File: src/rtl/isa_pkg.sv
// Shared ISA definitions: opcode constants, instruction field positions and
// the loader session state encodings.
package isa_pkg;

    localparam logic [4:0] OP_R    = 5'b00000;
    localparam logic [4:0] OP_ADDI = 5'b00101;
    localparam logic [4:0] OP_SW   = 5'b00111;
    localparam logic [4:0] OP_LW   = 5'b01000;

    // LSB position of each field in the 32-bit instruction word
    localparam int POS_OP    = 27;
    localparam int POS_RD    = 22;
    localparam int POS_RS    = 17;
    localparam int POS_RT    = 12;
    localparam int POS_SHAMT = 7;
    localparam int POS_ALUOP = 2;

    typedef enum logic [1:0] {
        IDLE = 2'd0,
        RUN  = 2'd1,
        DONE = 2'd2,
        ERR  = 2'd3
    } state_e;

    // Session ending scheduled by the word currently being written
    typedef enum logic [1:0] {
        FIN_NONE = 2'd0,
        FIN_DONE = 2'd1,
        FIN_ERR  = 2'd2
    } fin_e;

    function automatic logic is_legal_op(input logic [4:0] op);
        return (op == OP_R) || (op == OP_ADDI) || (op == OP_SW) || (op == OP_LW);
    endfunction

endpackage

File: src/rtl/instr_encoder.sv
// Combinational packer: decoded instruction fields to a 32-bit ISA word plus
// a flag telling whether the opcode is one the CPU supports.
module instr_encoder
    import isa_pkg::*;
(
    input  logic [4:0]  opcode_i,
    input  logic [4:0]  rd_i,
    input  logic [4:0]  rs_i,
    input  logic [4:0]  rt_i,
    input  logic [4:0]  shamt_i,
    input  logic [4:0]  aluop_i,
    input  logic [16:0] imm_i,
    output logic [31:0] word_o,
    output logic        legal_o
);

    always_comb begin
        word_o  = '0;
        legal_o = is_legal_op(opcode_i);
        if (opcode_i == OP_R) begin
            word_o = (32'(opcode_i) << POS_OP)
                   | (32'(rd_i)     << POS_RD)
                   | (32'(rs_i)     << POS_RS)
                   | (32'(rt_i)     << POS_RT)
                   | (32'(shamt_i)  << POS_SHAMT)
                   | (32'(aluop_i)  << POS_ALUOP);
        end else if (legal_o) begin
            // I-type: for sw the rd slot carries the store-data register
            word_o = (32'(opcode_i) << POS_OP)
                   | (32'(rd_i)     << POS_RD)
                   | (32'(rs_i)     << POS_RS)
                   | 32'(imm_i);
        end
    end

endmodule

File: src/rtl/imem_writer.sv
// Instruction-memory loader: accepts field bundles over valid/ready, encodes
// them and writes them to consecutive imem addresses starting at 0.
module imem_writer
    import isa_pkg::*;
#(
    parameter int ADDR_W    = 12,
    parameter int MAX_WORDS = 4096
) (
    input  logic              clock,
    input  logic              reset,
    input  logic              start,
    input  logic              in_valid,
    output logic              in_ready,
    input  logic [4:0]        in_opcode,
    input  logic [4:0]        in_rd,
    input  logic [4:0]        in_rs,
    input  logic [4:0]        in_rt,
    input  logic [4:0]        in_shamt,
    input  logic [4:0]        in_aluop,
    input  logic [16:0]       in_imm,
    input  logic              in_last,
    output logic              imem_we,
    output logic [ADDR_W-1:0] imem_addr,
    output logic [31:0]       imem_data,
    output logic              busy,
    output logic              done,
    output logic              err,
    output logic [ADDR_W:0]   word_count
);

    localparam logic [ADDR_W:0] MAX_CNT = (ADDR_W+1)'(MAX_WORDS);

    state_e            state_q, state_d;
    fin_e              fin_q, fin_d;
    logic              we_q, we_d;
    logic [ADDR_W-1:0] addr_q, addr_d;
    logic [31:0]       data_q, data_d;
    logic [ADDR_W:0]   pend_q, pend_d;
    logic [ADDR_W:0]   cnt_q, cnt_d;
    logic [ADDR_W:0]   pend_inc;

    logic [31:0] enc_word;
    logic        enc_legal;
    logic        accept;
    logic        start_ok;

    instr_encoder u_enc (
        .opcode_i (in_opcode),
        .rd_i     (in_rd),
        .rs_i     (in_rs),
        .rt_i     (in_rt),
        .shamt_i  (in_shamt),
        .aluop_i  (in_aluop),
        .imm_i    (in_imm),
        .word_o   (enc_word),
        .legal_o  (enc_legal)
    );

    assign accept   = in_valid && in_ready;
    assign start_ok = start && (state_q != RUN);
    assign pend_inc = pend_q + 1'b1;

    always_ff @(posedge clock) begin
        if (reset) begin
            state_q <= IDLE;
        end else begin
            state_q <= state_d;
        end
    end

    always_comb begin
        state_d = state_q;
        case (state_q)
            IDLE, DONE, ERR: begin
                if (start) state_d = RUN;
            end
            RUN: begin
                if (accept && !enc_legal)             state_d = ERR;
                else if (we_q && fin_q == FIN_DONE)   state_d = DONE;
                else if (we_q && fin_q == FIN_ERR)    state_d = ERR;
            end
            default: state_d = IDLE;
        endcase
    end

    // Acceptance is closed once the session's final write is already scheduled
    always_comb begin
        in_ready = (state_q == RUN) && (pend_q < MAX_CNT) && (fin_q == FIN_NONE);
        busy     = (state_q == RUN);
        done     = (state_q == DONE);
        err      = (state_q == ERR);
    end

    always_comb begin
        we_d   = accept && enc_legal;
        addr_d = addr_q;
        data_d = data_q;
        pend_d = pend_q;
        cnt_d  = cnt_q;
        fin_d  = fin_q;
        if (we_q) cnt_d = cnt_q + 1'b1;
        if (accept && enc_legal) begin
            addr_d = pend_q[ADDR_W-1:0];
            data_d = enc_word;
            pend_d = pend_inc;
            if (in_last)                  fin_d = FIN_DONE;
            else if (pend_inc == MAX_CNT) fin_d = FIN_ERR;
        end
        if (start_ok) begin
            pend_d = '0;
            cnt_d  = '0;
            fin_d  = FIN_NONE;
        end
    end

    always_ff @(posedge clock) begin
        if (reset) begin
            we_q   <= 1'b0;
            addr_q <= '0;
            data_q <= '0;
            pend_q <= '0;
            cnt_q  <= '0;
            fin_q  <= FIN_NONE;
        end else begin
            we_q   <= we_d;
            addr_q <= addr_d;
            data_q <= data_d;
            pend_q <= pend_d;
            cnt_q  <= cnt_d;
            fin_q  <= fin_d;
        end
    end

    assign imem_we    = we_q;
    assign imem_addr  = addr_q;
    assign imem_data  = data_q;
    assign word_count = cnt_q;

endmodule
File: config.mk
export PLATFORM = sky130hd
export DESIGN_NAME = imem_writer
export DESIGN_NICKNAME = d
export VERILOG_FILES = /design/src/rtl/isa_pkg.sv /design/src/rtl/instr_encoder.sv /design/src/rtl/imem_writer.sv
export SDC_FILE = /design/constraint.sdc
export NUM_CORES = 1
export LEC_CHECK = 0
export ABC_AREA = 1
export BUFFER_PORTS_ARGS = -buffer_cell sky130_fd_sc_hd__buf_2
export CAP_MARGIN = 0
export CORE_MARGIN = 1
export CORE_UTILIZATION = 55
export DETAILED_ROUTE_END_ITERATION = 10
export GPL_TIMING_DRIVEN = 0
export PLACE_DENSITY_LB_ADDON = 0.1
export SLEW_MARGIN = 40
export SYNTH_ARGS = -nofsm -noshare
export SYNTH_HDL_FRONTEND = slang
export SYNTH_HIERARCHICAL = 1
export SYNTH_SLANG_ARGS = --single-unit
File: constraint.sdc
create_clock -name clock -period 3.3 [get_ports clock]
set_input_delay 0 -clock clock [delete_from_list [all_inputs] [get_ports clock]]
set_output_delay 0 -clock clock [all_outputs]
set_load 0.005 [all_outputs]
==> results of run 1 <==
==> power by group <==
part	switching (uW)	total (uW)	internal, uW
clock network	335	875	540
logic	88.0	158	69.7
registers	5.25	916	911
==> cell type report <==
class | count | area (um^2)
tap | 77 | 96.3
clock buffer | 11 | 151
multi-input combinational | 360 | 1760
timing repair buffer | 131 | 746
fill | 528 | 1650
buffer | 25 | 160
sequential | 75 | 1500
inverter | 49 | 190
clock inverter | 4 | 97.6
==> sequential cells by signal (all words and copies together) (netlist names) <==
signal,count
fin_q,2
imem_addr,12
imem_data,32
imem_we,1
pend_q,13
state_q,2
word_count,13
==> worst max-delay path: stages, from the launching register on <==
cell	delay, ps
dfxtp_1	320
inv_1	80
nand2_1	120
a21oi_1	500
clkbuf_1	430
o21ai_0	180
a21oi_1	140
==> per-stage QoR <==
step	instance area, um^2	total power (uW)	utilization (%)	setup WS [ps]	hold WS, ps
after floorplan	3610	1020	-	1850	168
after detailed placement	4270	1080	67.3	1500	309
after global routing	4700	2020	74.0	1290	17.5
after CTS	4700	1960	74.0	1480	2.02
after global placement	4270	1070	67.3	1530	305
final	4700	1950	74.0	1460	6.43
==> metal layers <==
metal | track usage (%) | part of all wire (%) | routed length, um
met1 | 33.4 | 44 | 4060
met2 | 47.2 | 48 | 4390
met3 | 7.06 | 6.4 | 585
met4 | 6.74 | 1.0 | 93
met5 | 0 | 0 | 0
==> cells by family after synthesis <==
kind of cell,Yosys count,share of synthesized area [%]
buf+inv,74,9.70
compound gates,88,13.9
other cells,1,0.104
fa+ha+maj,3,1.04
xor+xnor,4,0.970
simple gates,264,32.7
flops,75,41.6
==> worst max path at each step <==
stage	slack [ps]	depth (start not counted)	start	endpoint
6_report	1460	6	state_q[1]$_SDFFE_PP0P_	pend_q[8]$_SDFFE_PP0P_
5_1_grt	1290	6	state_q[1]$_SDFFE_PP0P_	pend_q[8]$_SDFFE_PP0P_
4_1_cts	1480	6	state_q[1]$_SDFFE_PP0P_	pend_q[2]$_SDFFE_PP0P_
3_5_place_dp	1500	6	state_q[1]$_SDFFE_PP0P_	pend_q[2]$_SDFFE_PP0P_
3_3_place_gp	1530	6	state_q[1]$_SDFFE_PP0P_	word_count[6]$_SDFFE_PP0P_
2_1_floorplan	1850	9	pend_q[1]$_SDFFE_PP0P_	fin_q[1]$_SDFFE_PP0P_
==> layout by cell type, fill, tap and decap left out, drive strengths merged, types with 3 or more instances in the layout <==
master / count
inv: 47
clkbuf: 21
dlygate4sd3: 18
dfxtp: 75
nand2: 156
a31oi: 6
buf: 128
ha: 3
a21oi: 52
nor4: 3
bufinv: 3
nand4: 21
o21ai: 17
nand3: 17
nor2: 56
nor3: 7
a211oi: 10
==> results.cfg, run 1 <==
[layout]
antenna_cells = 0
finalNonFillerCells = 732
syn2layout_area_growth_pct = 30.2
final_nets = 706
drive_gt1_share_pct = 26.0

[logic_synthesis]
yosys-top-cells-count = nand2_1, dfxtp_1, a21oi_1, inv_1, nor2_1
yosys_warnings = 6
synth_seq_cells = 75
synthesis.area_mm2 = 0.00361
ys.flop_type = dfxtp_1
synth_most_common_cell = nand2_1
synth_nets = 564
avgSynthCellArea_um2 = 7.09
syn_inst = 509
synth_edf_count = 0
synth_top_area_cell = dfxtp_1
synth_cell_types = 39
ys_seq_area_share_pct = 41.6
synth_area_leaders = dfxtp_1, nand2_1, a21oi_1
netlist.area_leader.share_pct = 41.6
async_flop_share_pct = 0

[route]
ant_nets = 0
drt-pass1-iter-count = 7
via_count = 3805
drc = 0
routedWlPerCell_um = 12.5
via_per_inst = 5.20
drt_iter0_drc = 174
wirelength_um = 9130

[timing]
slew_viol_final = 0
fmax_mhz = 544
setup_violations = 0
fin_setup_tns_ps = 0
grt_setup_unrepaired = false
slew_headroom_pct = 61.1
tightest_slew_ps = 583
final_hold_viol_count = 0
period_share_pct = 55.7
finClkSkew_ps = 8.74
layout_min_cycle_time_ps = 1840

[worst_setup_path]
cp_max_fo = 10
reg2reg_slack_ps = 1460
end_kind = flop
crit_type = flop to flop
reg2reg_to = pend_q[8]$_SDFFE_PP0P_
r2r-start = state_q[1]$_SDFFE_PP0P_
worst_r2r_path_depth = 6
crit_path_start_kind = flop
worstPathRequired_ps = 3580
cp.arrival_ps = 2120

[hold_path]
min_to = imem_data[9]$_SDFFE_PP0P_
hp-start = in_shamt[2]
hold_path.class = primary input to flop
min_path_cells = 5

[clock_tree]
clk_pin_slew_worst_paths_ps = 80
cts_buffers = 9
cts.sinks = 75
clk_latency_ps = 350
ctsHtreeMaxLevel = 3
clk_path_buf_depth = 2
cts_setup_buffers = 0
holdBufCountCts = 18
cts_resized = 0
tritoncts = yes
root_buffer = clkbuf_8

[outcome]
outcome = finished, final reports clean

[floorplan]
die_h_um = 83.0
core_mm2 = 0.00635
die_area_mm2 = 0.00689
rows = 29
initial_core_util_pct = 56.9
io_pins = 114
die_w_um = 83.0

[job]
max_cap_violations = 0

[place]
dp_cells = 699
place_hpwl_um = 6580
gp_congestion = 0.912
place.port_buffers = 113

[global_route]
grt_pass1_vias = 3542
grt_pass1_wl_um = 15400
grt_max_degree = 13
grt_antenna_before_repair = 0
track_usage_pct = 27.1
gr-total-overflow = 0

[pwr]
ir_worst_vdd_uv = 282
powerDensity_mw_per_mm2 = 414
power.leakage_uw = 0.00210
Note: power is estimated with default switching activity, not from simulation.
==> inputs of run 2 (changes only) <==
- CORE_UTILIZATION: 55 -> 46
- clock period: 3.3 -> 1.6 ns (I/O delays scaled with it)
==> results.cfg, run 2 (synthesized netlist as in run 1, its figures left out) <==
[global_route]
grt_max_degree = 13
grt_antenna_before_repair = 0
track_usage_pct = 24.5
grt_pass1_wl_um = 16400
grt_pass1_vias = 3629
gr-total-overflow = 0

[clock_tree]
cts.sinks = 75
cts_buffers = 9
clk_latency_ps = 340
clk_pin_slew_worst_paths_ps = 80
root_buffer = clkbuf_8
tritoncts = yes
ctsHtreeMaxLevel = 3
clk_path_buf_depth = 2

[place]
placed_area_mm2 = 0.00430
place_hpwl_um = 6790
gp_congestion = 0.823
place.port_buffers = 113

[timing]
tightest_slew_ps = 646
period_share_pct = 103
slew_headroom_pct = 57.0
slew_viol_final = 0
setup_violations = 1
grt_setup_unrepaired = true
final_hold_viol_count = 0
layout_min_cycle_time_ps = 1650
fin_setup_tns_ps = -53.9
fmax_mhz = 605
setup_slack_ps = -53.9
finClkSkew_ps = 8.14

[floorplan]
core_mm2 = 0.00741
initial_core_util_pct = 48.7
rows = 31
die_h_um = 90.6
die_w_um = 90.6
die_area_mm2 = 0.00821
io_pins = 114

[layout]
antenna_cells = 0
design_area_mm2 = 0.00501
syn2layout_area_growth_pct = 38.9
final_common_cell = nand2_1
largest_register_ffs = 32
drive_gt1_share_pct = 33.1
final_nets = 714
mostFrequentLayoutCells = nand2_1, buf_2, dfxtp_1

[route]
drc = 0
via_per_inst = 5.05
routedWlPerCell_um = 13.1
drt-pass1-iter-count = 5
via_count = 3854
ant_nets = 0
wirelength_um = 10000
drt_iter0_drc = 201

[worst_setup_path]
crit_type = flop to flop
crit_path_start_kind = flop
cp_max_fo = 5
end_kind = flop
cp.arrival_ps = 1910
worstPathRequired_ps = 1850

[pwr]
power.leakage_uw = 0.00221
powerDensity_mw_per_mm2 = 801
ir_worst_vdd_uv = 394
power_uw = 4020

[hold_path]
hold_path.class = primary input to flop

[job]
max_cap_violations = 0

[outcome]
outcome = finished with violations
violations = setup timing
-- run 2: worst paths after layout --
check                                             endpoint                        from  cells past startpoint  slack (ps)
worst min-delay path             imem_data[8]$_SDFFE_PP0P_                 in_shamt[1]                      5           7
worst min register to register  imem_data[22]$_SDFFE_PP0P_  imem_data[22]$_SDFFE_PP0P_                      2         460
worst max register to register      pend_q[6]$_SDFFE_PP0P_     pend_q[12]$_SDFFE_PP0P_                      6         -50
worst max-delay path                pend_q[6]$_SDFFE_PP0P_     pend_q[12]$_SDFFE_PP0P_                      6         -50
-- run 2: report_power, final --
| part | leakage [uW] | total [uW] | switching [uW] | internal, uW |
|---|---|---|---|---|
| Clock | 0.000122 | 1760 | 710 | 1050 |
| Sequential | 0.000609 | 1890 | 13.2 | 1880 |
| Combinational | 0.00148 | 366 | 203 | 164 |
| Total | 0.00221 | 4020 | 925 | 3090 |
-- run 2: layout make-up --
cell class,instances,area (um^2)
clock buffer,13,179
timing repair inverter,1,8.76
timing repair buffer,137,813
multi-input combinational,361,1920
fill,657,2390
tap,99,124
inverter,49,196
buffer,25,193
clock inverter,3,67.6
sequential,75,1520
-- run 2: worst max-delay path, stage by stage (launching register included) --
cell and delay (ps):
dfxtp_1 350, nor4_4 390, nand3_4 220, inv_8 130
buf_6 120, o21ai_0 110, a21oi_1 250
-- run 2: timing repair --
action                                  CTS  global route
hold buffers                             17             0
buffers inserted                          3             3
endpoints found under the setup margin   52            74
endpoints found under the hold margin    21             0
pin swaps                                 3            18
cloned                                    1             3
gates resized for setup                  22            54
-- run 2: routing by layer --
metal | track usage, % | up-vias | wire (um)
met5 | 0 | - | 0
met1 | 29.7 | 1724 | 4270
met2 | 42.2 | 146 | 4790
li1 | - | 1964 | -
met3 | 6.31 | 20 | 767
met4 | 7.39 | 0 | 180
-- run 2: stage by stage --
stage / hold WS (ps) / cells / utilization (%) / setup slack (ps)
after floorplan: 168 / 509 / - / 147
after global placement: 308 / 721 / 58.0 / -185
after detailed placement: 305 / 721 / 58.0 / -171
after CTS: 1.29 / 758 / 64.9 / -3.60
after global routing: 18.5 / 763 / 67.7 / -124
final: 6.67 / 763 / 67.7 / -53.9
